### src/rtl/trace_unloader.sv
// trace_unloader: freezes the NoC debug trace buffer on a host request, reads
// the captured entries out oldest-first and streams them as valid/ready words
// with a last marker. Capture is released when the stream completes or aborts.
module trace_unloader #(
  parameter  int Fpay     = 32,
  parameter  int TB_Depth = 512,
  localparam int ADDR_W   = $clog2(TB_Depth)
) (
  input  logic              clk,
  input  logic              reset,
  input  logic              start,
  input  logic              abort,
  input  logic [ADDR_W-1:0] tb_wr_ptr,
  input  logic              tb_wrapped,
  output logic              tb_freeze,
  output logic              tb_rd_en,
  output logic [ADDR_W-1:0] tb_rd_addr,
  input  logic [Fpay-1:0]   tb_rd_data,
  output logic [Fpay-1:0]   dout,
  output logic              dout_valid,
  input  logic              dout_ready,
  output logic              dout_last,
  output logic              busy,
  output logic [ADDR_W:0]   word_count
);

  typedef enum logic [1:0] {
    IDLE   = 2'd0,
    FREEZE = 2'd1,
    STREAM = 2'd2,
    DRAIN  = 2'd3
  } state_t;

  localparam logic [ADDR_W:0]   DEPTH_CNT = TB_Depth[ADDR_W:0];
  localparam logic [ADDR_W:0]   CNT_ONE   = 1;
  localparam logic [ADDR_W-1:0] PTR_ONE   = 1;

  state_t                 state, state_nxt;
  logic [ADDR_W-1:0]      rd_ptr;
  logic [ADDR_W:0]        remaining;   // reads still to issue
  logic [ADDR_W:0]        total;       // words in this unload
  logic [ADDR_W:0]        wcnt;        // words accepted so far
  logic [1:0][Fpay-1:0]   fifo_mem;
  logic                   wr_sel, rd_sel;
  logic [1:0]             occ;
  logic                   inflight;    // read issued last cycle, data arrives now
  logic [1:0]             pending;
  logic                   start_ok, abort_run, pop, accept, issue;

  assign start_ok   = (state == IDLE) && start && !abort;
  assign abort_run  = (state != IDLE) && abort;
  assign dout_valid = (occ != 2'd0);
  assign dout       = fifo_mem[rd_sel];
  // head of the FIFO is always word number wcnt of the unload
  assign dout_last  = dout_valid && (wcnt == total - CNT_ONE);
  assign pop        = dout_valid && dout_ready;
  assign accept     = pop && !abort_run;
  assign pending    = occ + {1'b0, inflight};
  // a word leaving this cycle frees a slot, which keeps back-to-back throughput
  assign issue      = (state == STREAM) && !abort && (remaining != '0) &&
                      ((pending < 2'd2) || pop);
  assign tb_rd_en   = issue;
  assign tb_rd_addr = rd_ptr;
  assign word_count = wcnt;

  // state register
  always_ff @(posedge clk) begin
    if (!reset) state <= IDLE;
    else        state <= state_nxt;
  end

  // next-state decode
  always_comb begin
    state_nxt = state;
    case (state)
      IDLE:    if (start_ok) state_nxt = FREEZE;
      FREEZE:  if (abort) state_nxt = IDLE;
               else if (remaining == '0) state_nxt = IDLE;
               else state_nxt = STREAM;
      STREAM:  if (abort) state_nxt = IDLE;
               else if (issue && (remaining == CNT_ONE)) state_nxt = DRAIN;
      DRAIN:   if (abort) state_nxt = IDLE;
               else if (accept && dout_last) state_nxt = IDLE;
      default: state_nxt = IDLE;
    endcase
  end

  // freeze and busy cover every non-idle state
  always_comb begin
    tb_freeze = 1'b0;
    busy      = 1'b0;
    if (state != IDLE) begin
      tb_freeze = 1'b1;
      busy      = 1'b1;
    end
  end

  // read pointer, counters and the 2-entry output FIFO
  always_ff @(posedge clk) begin
    if (!reset) begin
      rd_ptr    <= '0;
      remaining <= '0;
      total     <= '0;
      wcnt      <= '0;
      fifo_mem  <= '0;
      wr_sel    <= 1'b0;
      rd_sel    <= 1'b0;
      occ       <= 2'd0;
      inflight  <= 1'b0;
    end else if (abort_run) begin
      // flush; any read return still on the bus is dropped since inflight clears
      occ      <= 2'd0;
      inflight <= 1'b0;
      wr_sel   <= 1'b0;
      rd_sel   <= 1'b0;
    end else begin
      if (start_ok) begin
        wcnt <= '0;
        if (tb_wrapped) begin
          rd_ptr    <= tb_wr_ptr;
          remaining <= DEPTH_CNT;
          total     <= DEPTH_CNT;
        end else begin
          rd_ptr    <= '0;
          remaining <= {1'b0, tb_wr_ptr};
          total     <= {1'b0, tb_wr_ptr};
        end
      end
      if (issue) begin
        rd_ptr    <= rd_ptr + PTR_ONE;
        remaining <= remaining - CNT_ONE;
      end
      inflight <= issue;
      if (inflight) begin
        fifo_mem[wr_sel] <= tb_rd_data;
        wr_sel           <= ~wr_sel;
      end
      if (pop) rd_sel <= ~rd_sel;
      occ <= occ + {1'b0, inflight} - {1'b0, pop};
      if (accept) wcnt <= wcnt + CNT_ONE;
    end
  end

endmodule
### config.mk
export PLATFORM = sky130hd
export DESIGN_NAME = trace_unloader
export DESIGN_NICKNAME = d
export VERILOG_FILES = /design/src/rtl/trace_unloader.sv
export SDC_FILE = /design/constraint.sdc
export NUM_CORES = 1
export LEC_CHECK = 0
export CORE_UTILIZATION = 50
export CTS_BUF_LIST = sky130_fd_sc_hd__clkbuf_16
export DETAILED_ROUTE_END_ITERATION = 8
export PLACE_DENSITY = 0.8
export SYNTH_ARGS = -nofsm -noshare
export SYNTH_HDL_FRONTEND = slang
export SYNTH_SLANG_ARGS = --single-unit
### constraint.sdc
create_clock -name clk -period 3 [get_ports clk]
set_input_delay 0.75 -clock clk [delete_from_list [all_inputs] [get_ports clk]]
set_output_delay 0.75 -clock clk [all_outputs]
set_load 0.005 [all_outputs]
==> impl_metrics.toml <==
[clocking]
clk_path_buf_depth = 2
cts_inserted_buffers = 9
cts_tree = "done"
clkLatencyLatePin_ns = 0.35
cts_sinks = 110
clk_pin_slew_ns = 0.07
clock-root-buffer = "clkbuf_16"
htreeDepth = 3

[setup_path]
critPathMaxFanout = 9
required_ns = 2.25
worstSetupEndpointType = "output pin"
cp.arrival_ns = 2.15
crit_path_start_kind = "register"
path_class = "register to output pin"

[timing]
final.min_clock_period_ns = 2.90
slew_headroom_pct = 63.9
hold_viol = 0
finClkSkew_ns = 0.0100
slew_violations = 0
fmax_mhz = 344
period_share_pct = 96.8
tightest_slew_ns = 0.540
finalSetupViolations = 0
fin_setup_tns_ns = 0

[grt]
grt_pass1_vias = 5006
antenna_found_initial = 0
grt_max_degree = 35
grt_usage_pct = 26.3
overflow = 0
grt_pass1_wl_um = 23300

[detailed_routing]
drtPass1Iterations = 5
antenna_left = 0
routed_wl_um = 14600
drc = 0
drt_first_iter_violations = 330
vias_per_cell = 5.72
wl_per_cell_um = 16.3
vias = 5105

[synthesis]
synth_edf_count = 0
netlist_area_sq_um = 5250
synth.avg_cell_area_sq_um = 8.18
synth_fp_nets = 696
synthArstFlopShare_pct = 0
yosysWarnings = 0
seq_area_frac_synth_pct = 41.9
syn_inst = 642
synth_cell_types = 64
synth_seq_cells = 110
ys.flop_type = "dfxtp_1"

[worst_hold_path]
hp-class = "register to register"

[finish]
final_common_cell = "nand2_1"
layout.nets = 806
drive_gt1_share_pct = 14.7
area_growth_pct = 31.0
diodes = 0
fillCellCount = 791
final_cell_mix = "nand2_1, dfxtp_1, clkdlybuf4s50_1"

[power]
total_power_uw = 3000
p_switching_uw = 770
swShare_pct = 25.7
comb_power_share_pct = 11.9
pwr-share-seq_pct = 50.2
p_per_area_nw_per_um2 = 436
p_int_uw = 2230
clock_power_share_pct = 37.9
vdd_drop_max_mv = 0.263
leakagePower_uw = 0.00244

[place]
dpl.hpwl_um = 10100
io_buffers = 102
gp_congestion = 0.840

[run]
cap_violations = 0

[die]
ios = 103
rows = 37
die_w_um = 104
coreArea_sq_um = 10200
die_y_um = 104
dieArea_sq_um = 10900
initial_core_util_pct = 51.3

[run_status]
status = "completed"
==> path summary, 6_finish.rpt <==
check                           slack [ns]                       from                   endpoint  cells after the start
worst max-delay path                   0.1      state[1]$_SDFFE_PN0P_                   tb_rd_en                      5
worst min-delay path                  0.45  fifo_mem[26]$_SDFFE_PN0P_  fifo_mem[26]$_SDFFE_PN0P_                      2
worst max register to register        0.78      state[1]$_SDFFE_PN0P_  remaining[5]$_SDFFE_PN0P_                      6
worst min register to register        0.45  fifo_mem[26]$_SDFFE_PN0P_  fifo_mem[26]$_SDFFE_PN0P_                      2
==> power groups by stage <==
stage	registers [uW]	clock network, uW	logic (uW)
finish	1510	1140	356
global placement	1540	0	332
detailed placement	1540	0	344
CTS	1500	1140	347
global route	1510	1210	382
floorplan	1530	0	185
==> cell usage after synthesis (3+ instances only) <==
library cell  instances  area [sq um]
a22oi_1               3          22.5
nand2_1             160           601
nor4b_1               4          35.0
or3_1                 5          31.3
and3_1                5          31.3
xnor2_1              11          96.3
xor2_1               11          96.3
clkbuf_1             33           124
a211oi_1              5          37.5
o31ai_1               3          22.5
a21oi_1              90           450
nor4_1                4          25.0
nor3_1                5          25.0
or2_2                 3          18.8
dfxtp_1             110          2200
nor3b_1               6          45.0
mux2_2               32           360
inv_1                10          37.5
o21ai_1              13          65.1
ha_1                  7          87.6
o21ai_0               5          25.0
a31oi_1              10          62.6
nor2b_1               4          25.0
buf_2                 6          30.0
a311oi_1              3          26.3
nand3_1              14          70.1
or4_1                 3          22.5
o311ai_1              3          26.3
o21a_1                3          22.5
nor2_1               26          97.6
inv_2                 3          11.3
==> per-layer routing <==
layer  GRT usage [%]  routed length (um)
met5               0                   0
met3            4.95                 759
met2            45.9                7380
met4            10.5                 269
met1            31.6                6160
==> cell type report <==
class | count | area (sq um) | share of cell area, %
Inverter | 13 | 48.8 | 0.709
Clock inverter | 7 | 57.6 | 0.837
Clock buffer | 9 | 225 | 3.27
Timing Repair Buffer | 139 | 1290 | 18.7
Multi-Input combinational cell | 479 | 2880 | 41.9
Tap cell | 136 | 170 | 2.47
Sequential cell | 110 | 2200 | 32.1
==> critical path, stage by stage, from the launching register on <==
cell,delay (ns)
dfxtp_1,0.58
nand2b_4,0.12
a2111oi_4,0.38
nand2_1,0.15
inv_2,0.08
clkdlybuf4s50_1,0.49
==> state kept, by name (all words and copies together) (netlist names) <==
name,flops
fifo_mem,64
word_count,10
remaining,10
state,2
total,10
tb_rd_addr,9
rd_sel,1
occ,2
wr_sel,1
inflight,1
==> through the flow <==
| stage | hold slack (ns) | area, sq um | setup slack [ns] | cells | utilization, % |
|---|---|---|---|---|---|
| floorplan | 0.433 | 5250 | 0.505 | 642 | - |
| global placement | 0.438 | 6560 | -0.283 | 877 | 64.1 |
| detailed placement | 0.448 | 6560 | -0.276 | 877 | 64.1 |
| CTS | 0.457 | 6850 | 0.0218 | 893 | 66.9 |
| global route | 0.469 | 6880 | -0.000305 | 893 | 67.2 |
| finish | 0.454 | 6880 | 0.0958 | 893 | 67.2 |
==> cells by family (layout without fill, tap and decap cells) <==
logic type / count (synthesis) / count (layout) / synth area share, %
buffers and inverters: 53 / 168 / 4.00
xor gates and xnor gates: 23 / 23 / 4.19
DFF: 110 / 110 / 41.9
AOI/OAI and AO/OA: 160 / 160 / 18.6
and+or+nand+nor: 255 / 255 / 22.3
muxes: 34 / 34 / 7.24
adders and majority gates: 7 / 7 / 1.67
==> repair_timing <==
item | 4_1_cts | 5_1_grt
endpoints found under the setup margin | 2 | 2
setup buffers | 0 | 0
pin swaps | 3 | 5
hold buffers | 0 | 0
resized for setup | 7 | 10
Power figures use the tool's default switching activity.
